===== src/rtl/logic_unit_pipe_pkg.sv =====
// ============================================================================
// Module      : logic_unit_pipe_pkg
// Description : Shared op codes, field widths and defaults for the ALU logic
//               unit and its pipelined wrapper.
// Revision    : 1.0 - initial release
// ============================================================================
`default_nettype none

package logic_unit_pipe_pkg;

  // Width of the operation select field
  localparam int OP_W = 3;

  // Default operand/result width
  localparam int DEFAULT_WIDTH = 16;

  // Operation encoding
  typedef enum logic [OP_W-1:0] {
    OP_NOT  = 3'd0,
    OP_AND  = 3'd1,
    OP_OR   = 3'd2,
    OP_XOR  = 3'd3,
    OP_NAND = 3'd4,
    OP_NOR  = 3'd5,
    OP_XNOR = 3'd6,
    OP_PASS = 3'd7
  } op_e;

endpackage

`default_nettype wire


===== src/rtl/logic_unit_core.sv =====
// ============================================================================
// Module      : logic_unit_core
// Description : Combinational bitwise logic slice: {op, a, b} -> {result,
//               zero, parity}. Shared by ALU slices, so it carries no state.
// Revision    : 1.0 - initial release
// ============================================================================
`default_nettype none

module logic_unit_core
  import logic_unit_pipe_pkg::*;
#(
  parameter int WIDTH = DEFAULT_WIDTH
) (
  input  logic [OP_W-1:0]  op_i,
  input  logic [WIDTH-1:0] a_i,
  input  logic [WIDTH-1:0] b_i,
  output logic [WIDTH-1:0] result_o,
  output logic             zero_o,
  output logic             parity_o
);

  // Select the bitwise function; b is don't-care for NOT and PASS
  always_comb begin
    result_o = a_i;
    case (op_e'(op_i))
      OP_NOT:  result_o = ~a_i;
      OP_AND:  result_o = a_i & b_i;
      OP_OR:   result_o = a_i | b_i;
      OP_XOR:  result_o = a_i ^ b_i;
      OP_NAND: result_o = ~(a_i & b_i);
      OP_NOR:  result_o = ~(a_i | b_i);
      OP_XNOR: result_o = ~(a_i ^ b_i);
      OP_PASS: result_o = a_i;
    endcase
  end

  assign zero_o   = (result_o == '0);
  assign parity_o = ^result_o;

endmodule

`default_nettype wire


===== src/rtl/logic_unit_pipe.sv =====
// ============================================================================
// Module      : logic_unit_pipe
// Description : Pipelined bitwise logic unit with valid/ready handshaking on
//               both sides, zero/parity flags and a saturating count of
//               consumed results.
// Revision    : 1.0 - initial release
// ============================================================================
`default_nettype none

module logic_unit_pipe
  import logic_unit_pipe_pkg::*;
#(
  parameter int WIDTH  = DEFAULT_WIDTH,
  parameter int STAGES = 2,
  parameter int CNT_W  = 16
) (
  input  logic             clk,
  input  logic             rst_n,
  input  logic             in_valid,
  output logic             in_ready,
  input  logic [OP_W-1:0]  op,
  input  logic [WIDTH-1:0] a,
  input  logic [WIDTH-1:0] b,
  output logic             out_valid,
  input  logic             out_ready,
  output logic [WIDTH-1:0] result,
  output logic             zero,
  output logic             parity,
  output logic [CNT_W-1:0] done_count
);

  // Stage word layout: {result, zero, parity}
  localparam int WORD_W = WIDTH + 2;
  localparam logic [CNT_W-1:0] CNT_MAX = {CNT_W{1'b1}};

  generate
    if (STAGES < 1 || STAGES > 4) begin : g_bad_stages
      $error("logic_unit_pipe: STAGES must be in 1..4");
    end
  endgenerate

  logic [WIDTH-1:0]  core_result;
  logic              core_zero;
  logic              core_parity;
  logic [STAGES-1:0] valid_q;
  logic [WORD_W-1:0] data_q [STAGES];
  logic [STAGES-1:0] advance;
  logic [CNT_W-1:0]  done_count_q;
  logic [CNT_W-1:0]  done_count_d;
  logic              out_xfer;

  logic_unit_core #(
    .WIDTH (WIDTH)
  ) u_core (
    .op_i     (op),
    .a_i      (a),
    .b_i      (b),
    .result_o (core_result),
    .zero_o   (core_zero),
    .parity_o (core_parity)
  );

  // A stage may advance when it or any stage downstream of it holds a bubble,
  // or when the consumer takes the head; written as a flat reduction so the
  // ready chain has no combinational self-reference.
  generate
    for (genvar i = 0; i < STAGES; i++) begin : g_advance
      assign advance[i] = out_ready || !(&valid_q[STAGES-1:i]);
    end
  endgenerate

  assign in_ready  = advance[0];
  assign out_valid = valid_q[STAGES-1];
  assign {result, zero, parity} = data_q[STAGES-1];
  assign out_xfer  = out_valid && out_ready;

  // Pipeline registers: stage 0 captures the computed word, later stages delay it
  always_ff @(posedge clk or negedge rst_n) begin
    if (!rst_n) begin
      valid_q <= '0;
      for (int i = 0; i < STAGES; i++) begin
        data_q[i] <= '0;
      end
    end else begin
      if (advance[0]) begin
        valid_q[0] <= in_valid;
        data_q[0]  <= {core_result, core_zero, core_parity};
      end
      for (int i = 1; i < STAGES; i++) begin
        if (advance[i]) begin
          valid_q[i] <= valid_q[i-1];
          data_q[i]  <= data_q[i-1];
        end
      end
    end
  end

  // Saturating count of results handed to the consumer
  always_comb begin
    done_count_d = done_count_q;
    if (out_xfer && (done_count_q != CNT_MAX)) begin
      done_count_d = done_count_q + 1'b1;
    end
  end

  // Counter register
  always_ff @(posedge clk or negedge rst_n) begin
    if (!rst_n) begin
      done_count_q <= '0;
    end else begin
      done_count_q <= done_count_d;
    end
  end

  assign done_count = done_count_q;

endmodule

`default_nettype wire


===== config.mk =====
export PLATFORM = sky130hd
export DESIGN_NAME = logic_unit_pipe
export DESIGN_NICKNAME = d
export VERILOG_FILES = /design/src/rtl/logic_unit_pipe_pkg.sv /design/src/rtl/logic_unit_core.sv /design/src/rtl/logic_unit_pipe.sv
export SDC_FILE = /design/constraint.sdc
export NUM_CORES = 1
export LEC_CHECK = 0
export CORE_MARGIN = 10
export CORE_UTILIZATION = 50
export DETAILED_ROUTE_END_ITERATION = 8
export GPL_ROUTABILITY_DRIVEN = 0
export PLACE_DENSITY = 0.78
export SYNTH_ARGS = -nofsm -noshare
export SYNTH_HDL_FRONTEND = slang
export SYNTH_SLANG_ARGS = --single-unit

===== constraint.sdc =====
create_clock -name clk -period 1.5 [get_ports clk]
set_input_delay 0.375 -clock clk [delete_from_list [all_inputs] [get_ports clk]]
set_output_delay 0.375 -clock clk [all_outputs]
set_load 0.005 [all_outputs]

==> results.sh <==
export IMPL_status="complete, but fails checks"
export IMPL_failed_checks="setup timing"
export IMPL_critical_path_buf_inv_count=5
export IMPL_wl_per_cell_um=30.10
export IMPL_worstPathRequired_ns=1.71
export IMPL_drc=0
export IMPL_yosysWarnings=0
export IMPL_dp_cells=772
export IMPL_fin_crit_sh=1.657
export IMPL_cts_tree="done"
export IMPL_cp_max_fo=7
export IMPL_setup_tns_ns=-7.949
export IMPL_synth_nets=593
export IMPL_syn2layout_area_growth_pct=81.34
export IMPL_skew_ns=0.01095
export IMPL_grt_max_degree=43
export IMPL_regToRegSetupSlack_ns=-0.31
export IMPL_rsz0062_at_grt="yes"
export IMPL_p_sw_frac=0.3816
export IMPL_start_util=0.5207
export IMPL_yosys_area_top_type="dfrtp_1"
export IMPL_ir_drop_v=0.0005622
export IMPL_clockBufferDepth=2
export IMPL_drv_cap=0
export IMPL_grt_usage=0.2943
export IMPL_setup_viol=31
export IMPL_powerDensity_mw_per_mm2=831.6
export IMPL_syn_area_mm2=0.004586
export IMPL_pwr_share_comb=0.588
export IMPL_final_area_mm2=0.008315
export IMPL_fin_nets=837
export IMPL_hold_path_class="reg2reg"
export IMPL_p_sw_mw=2.639
export IMPL_syn_inst=513
export IMPL_clk_pin_slew_worst_paths_ns=0.11
export IMPL_drive_gt1_frac=0.5760
export IMPL_ys_types=56
export IMPL_drt_pass1_iter_count=6
export IMPL_finalWorstSetupSlack_ns=-0.9853
export IMPL_instances_no_fill=866
export IMPL_ys_seq_area_frac=0.2947
export IMPL_slew_violations=0
export IMPL_crit_chain="buf_12 -> buf_12 -> buf_8 -> buf_6 -> mux2i_2 -> o211ai_1 -> a222oi_1 -> buf_4 -> ha_4 -> xnor2_4 -> xnor2_2 -> xnor2_1 -> a21oi_1"
export IMPL_synth_area_leaders="dfrtp_1 29%, ha_1 11%, mux2_2 6.1%"
export IMPL_clkLatencyLatePin_ns=0.32
export IMPL_hpwl_um=9839
export IMPL_cpMostUsedCell="buf_12"
export IMPL_vias_per_cell=7.002
export IMPL_finalPower_mw=6.915
export IMPL_clkPwrFrac=0.125
export IMPL_slowest_delay_ns=0.44
export IMPL_drt_initial_drc_count=1093
export IMPL_io_pins=75
export IMPL_max_slew_margin=0.5938
export IMPL_synth_area_per_cell_um2=8.939
export IMPL_dpl_cell_area_mm2=0.006341
export IMPL_tightestPinTransition_ns=0.6086
export IMPL_post_route_util=0.9443
export IMPL_die_x_um=115.8
export IMPL_synthFlopType="dfrtp_1"
export IMPL_cp_slowest_cell="a222oi_1"
export IMPL_cts_sinks=54
export IMPL_grt_pass1_wl_um=31450
export IMPL_num_vias=6064
export IMPL_crit_path_start_kind="input port"
export IMPL_die_y_um=115.8
export IMPL_antenna_found_initial=0
export IMPL_holdWs_ns=0.4856
export IMPL_io_buffers=74
export IMPL_coreArea_mm2=0.008806
export IMPL_critPathKind="in2reg"
export IMPL_async_flop_share=1.000
export IMPL_num_rows=34
export IMPL_synth_seq_cells=54
export IMPL_antenna_left=0
export IMPL_grt_pass1_vias=5908
export IMPL_wl_um=26070
export IMPL_cts_root_buf="clkbuf_8"
export IMPL_crit_arrival_ns=2.70
export IMPL_die_area_mm2=0.01340
export IMPL_p_int_mw=4.276
export IMPL_max_freq_ghz=0.4024
export IMPL_hold_viol=0
export IMPL_pwr_share_seq=0.287
export IMPL_critical_path_endpoint_type="register"
export IMPL_critPathTopFamily="buffers and inverters"
export IMPL_p_leak_nw=3.767
export IMPL_synth_edf_count=0
export IMPL_post_route_min_period_ns=2.485
export IMPL_htreeDepth=2
export IMPL_overflow=0
export IMPL_yosysTopAreaCellShare=0.2947
export IMPL_numCtsBuffers=5
export IMPL_dp_slack_ns=-1.682
export IMPL_fillers=239
## cells in the mapped netlist, types with 3 or more instances
library cell,number
dfrtp_1,54
nor2_1,38
nor4_1,12
a21o_1,3
buf_2,17
or3_1,10
a31oi_1,16
xor2_1,10
clkbuf_1,8
a32oi_1,7
nor3_1,9
nand2b_1,10
xnor2_1,12
and2_1,10
nand2_1,31
o21ai_0,13
buf_4,17
o211ai_1,17
ha_1,41
a21oi_1,11
nor2b_1,16
nand3_1,16
inv_1,37
mux2_2,25
o311ai_0,3
mux2i_1,16
o31ai_1,3
a211o_1,5
nand3b_1,3
nand4_1,7
## cells by family (layout without fill, tap and decap cells)
group,count (synthesis),in the layout,share of synthesized area
simple gates,177,177,0.2104
compound gates,90,90,0.1441
buf+inv,86,330,0.09250
flops,54,54,0.2947
mux,43,43,0.1045
fa+ha+maj,41,41,0.1119
xor+xnor,22,22,0.04202
other cells,0,1,0
## layout make-up
class                   count  area [µm²]  area share
clock inverters             2       17.52    0.002107
diodes                      1       2.502   0.0003009
well taps                 108       135.1     0.01625
repair buffers            284        2754      0.3312
clock buffers               5       68.82    0.008276
flip-flops and latches     54        1355      0.1630
multi-input cells         373        3781      0.4547
inverters                  39       201.4     0.02423
## flip-flops by register name, summed over array words and instances, names as in the netlist
signal and count:
data_q 18, done_count 16, result 16, valid_q 2
parity 1, zero 1
## power by group through the flow
stage                     sequential (mW)  clock [mW]  combinational [mW]
after floorplan                      1.99           0                1.28
after global placement               1.97           0                2.31
after detailed placement             2.00           0                2.43
after CTS                            1.93       0.825                3.25
after global routing                 2.01       0.921                4.18
final                                1.98       0.862                4.07
## cell usage in the layout, fill, tap and decap left out, drive strengths merged, types with 13 or more instances in the layout
master	instances
inv	41
dlygate4sd2	21
ha	41
o211ai	17
a31oi	16
nor2	38
dfrtp	54
clkbuf	13
mux2	26
nand3	17
buf	241
o21ai	13
nor2b	16
nand2	31
mux2i	16
## metal layers
metal / global-route usage / share of wire / wire (µm) / up-vias
met2: 0.5059 / 0.44 / 11560 / 656
li1: - / - / - / 2301
met4: 0.1952 / 0.11 / 2873 / 0
met1: 0.3194 / 0.33 / 8597 / 2814
met5: 0 / 0 / 0 / -
met3: 0.06667 / 0.12 / 3035 / 293
## worst paths after layout
path                          startpoint             end  cells past startpoint
min in group asynchronous          rst_n  done_count[11]                      2
max reg2reg                done_count[0]  done_count[14]                      6
min                           valid_q[0]      valid_q[1]                      1
max in group asynchronous          rst_n      result[12]                      3
max                                op[1]      data_q[18]                     13
min reg2reg                   valid_q[0]      valid_q[1]                      1
## timing repair
action / in CTS / in global routing
hold buffers: 1 / 0
pin swaps: 89 / 65
endpoints found under the hold margin: 12 / 0
cloned: 8 / 1
setup buffers: 87 / 26
endpoints found under the setup margin: 70 / 48
resized for setup: 337 / 139
(Power assumes the default switching activity.)
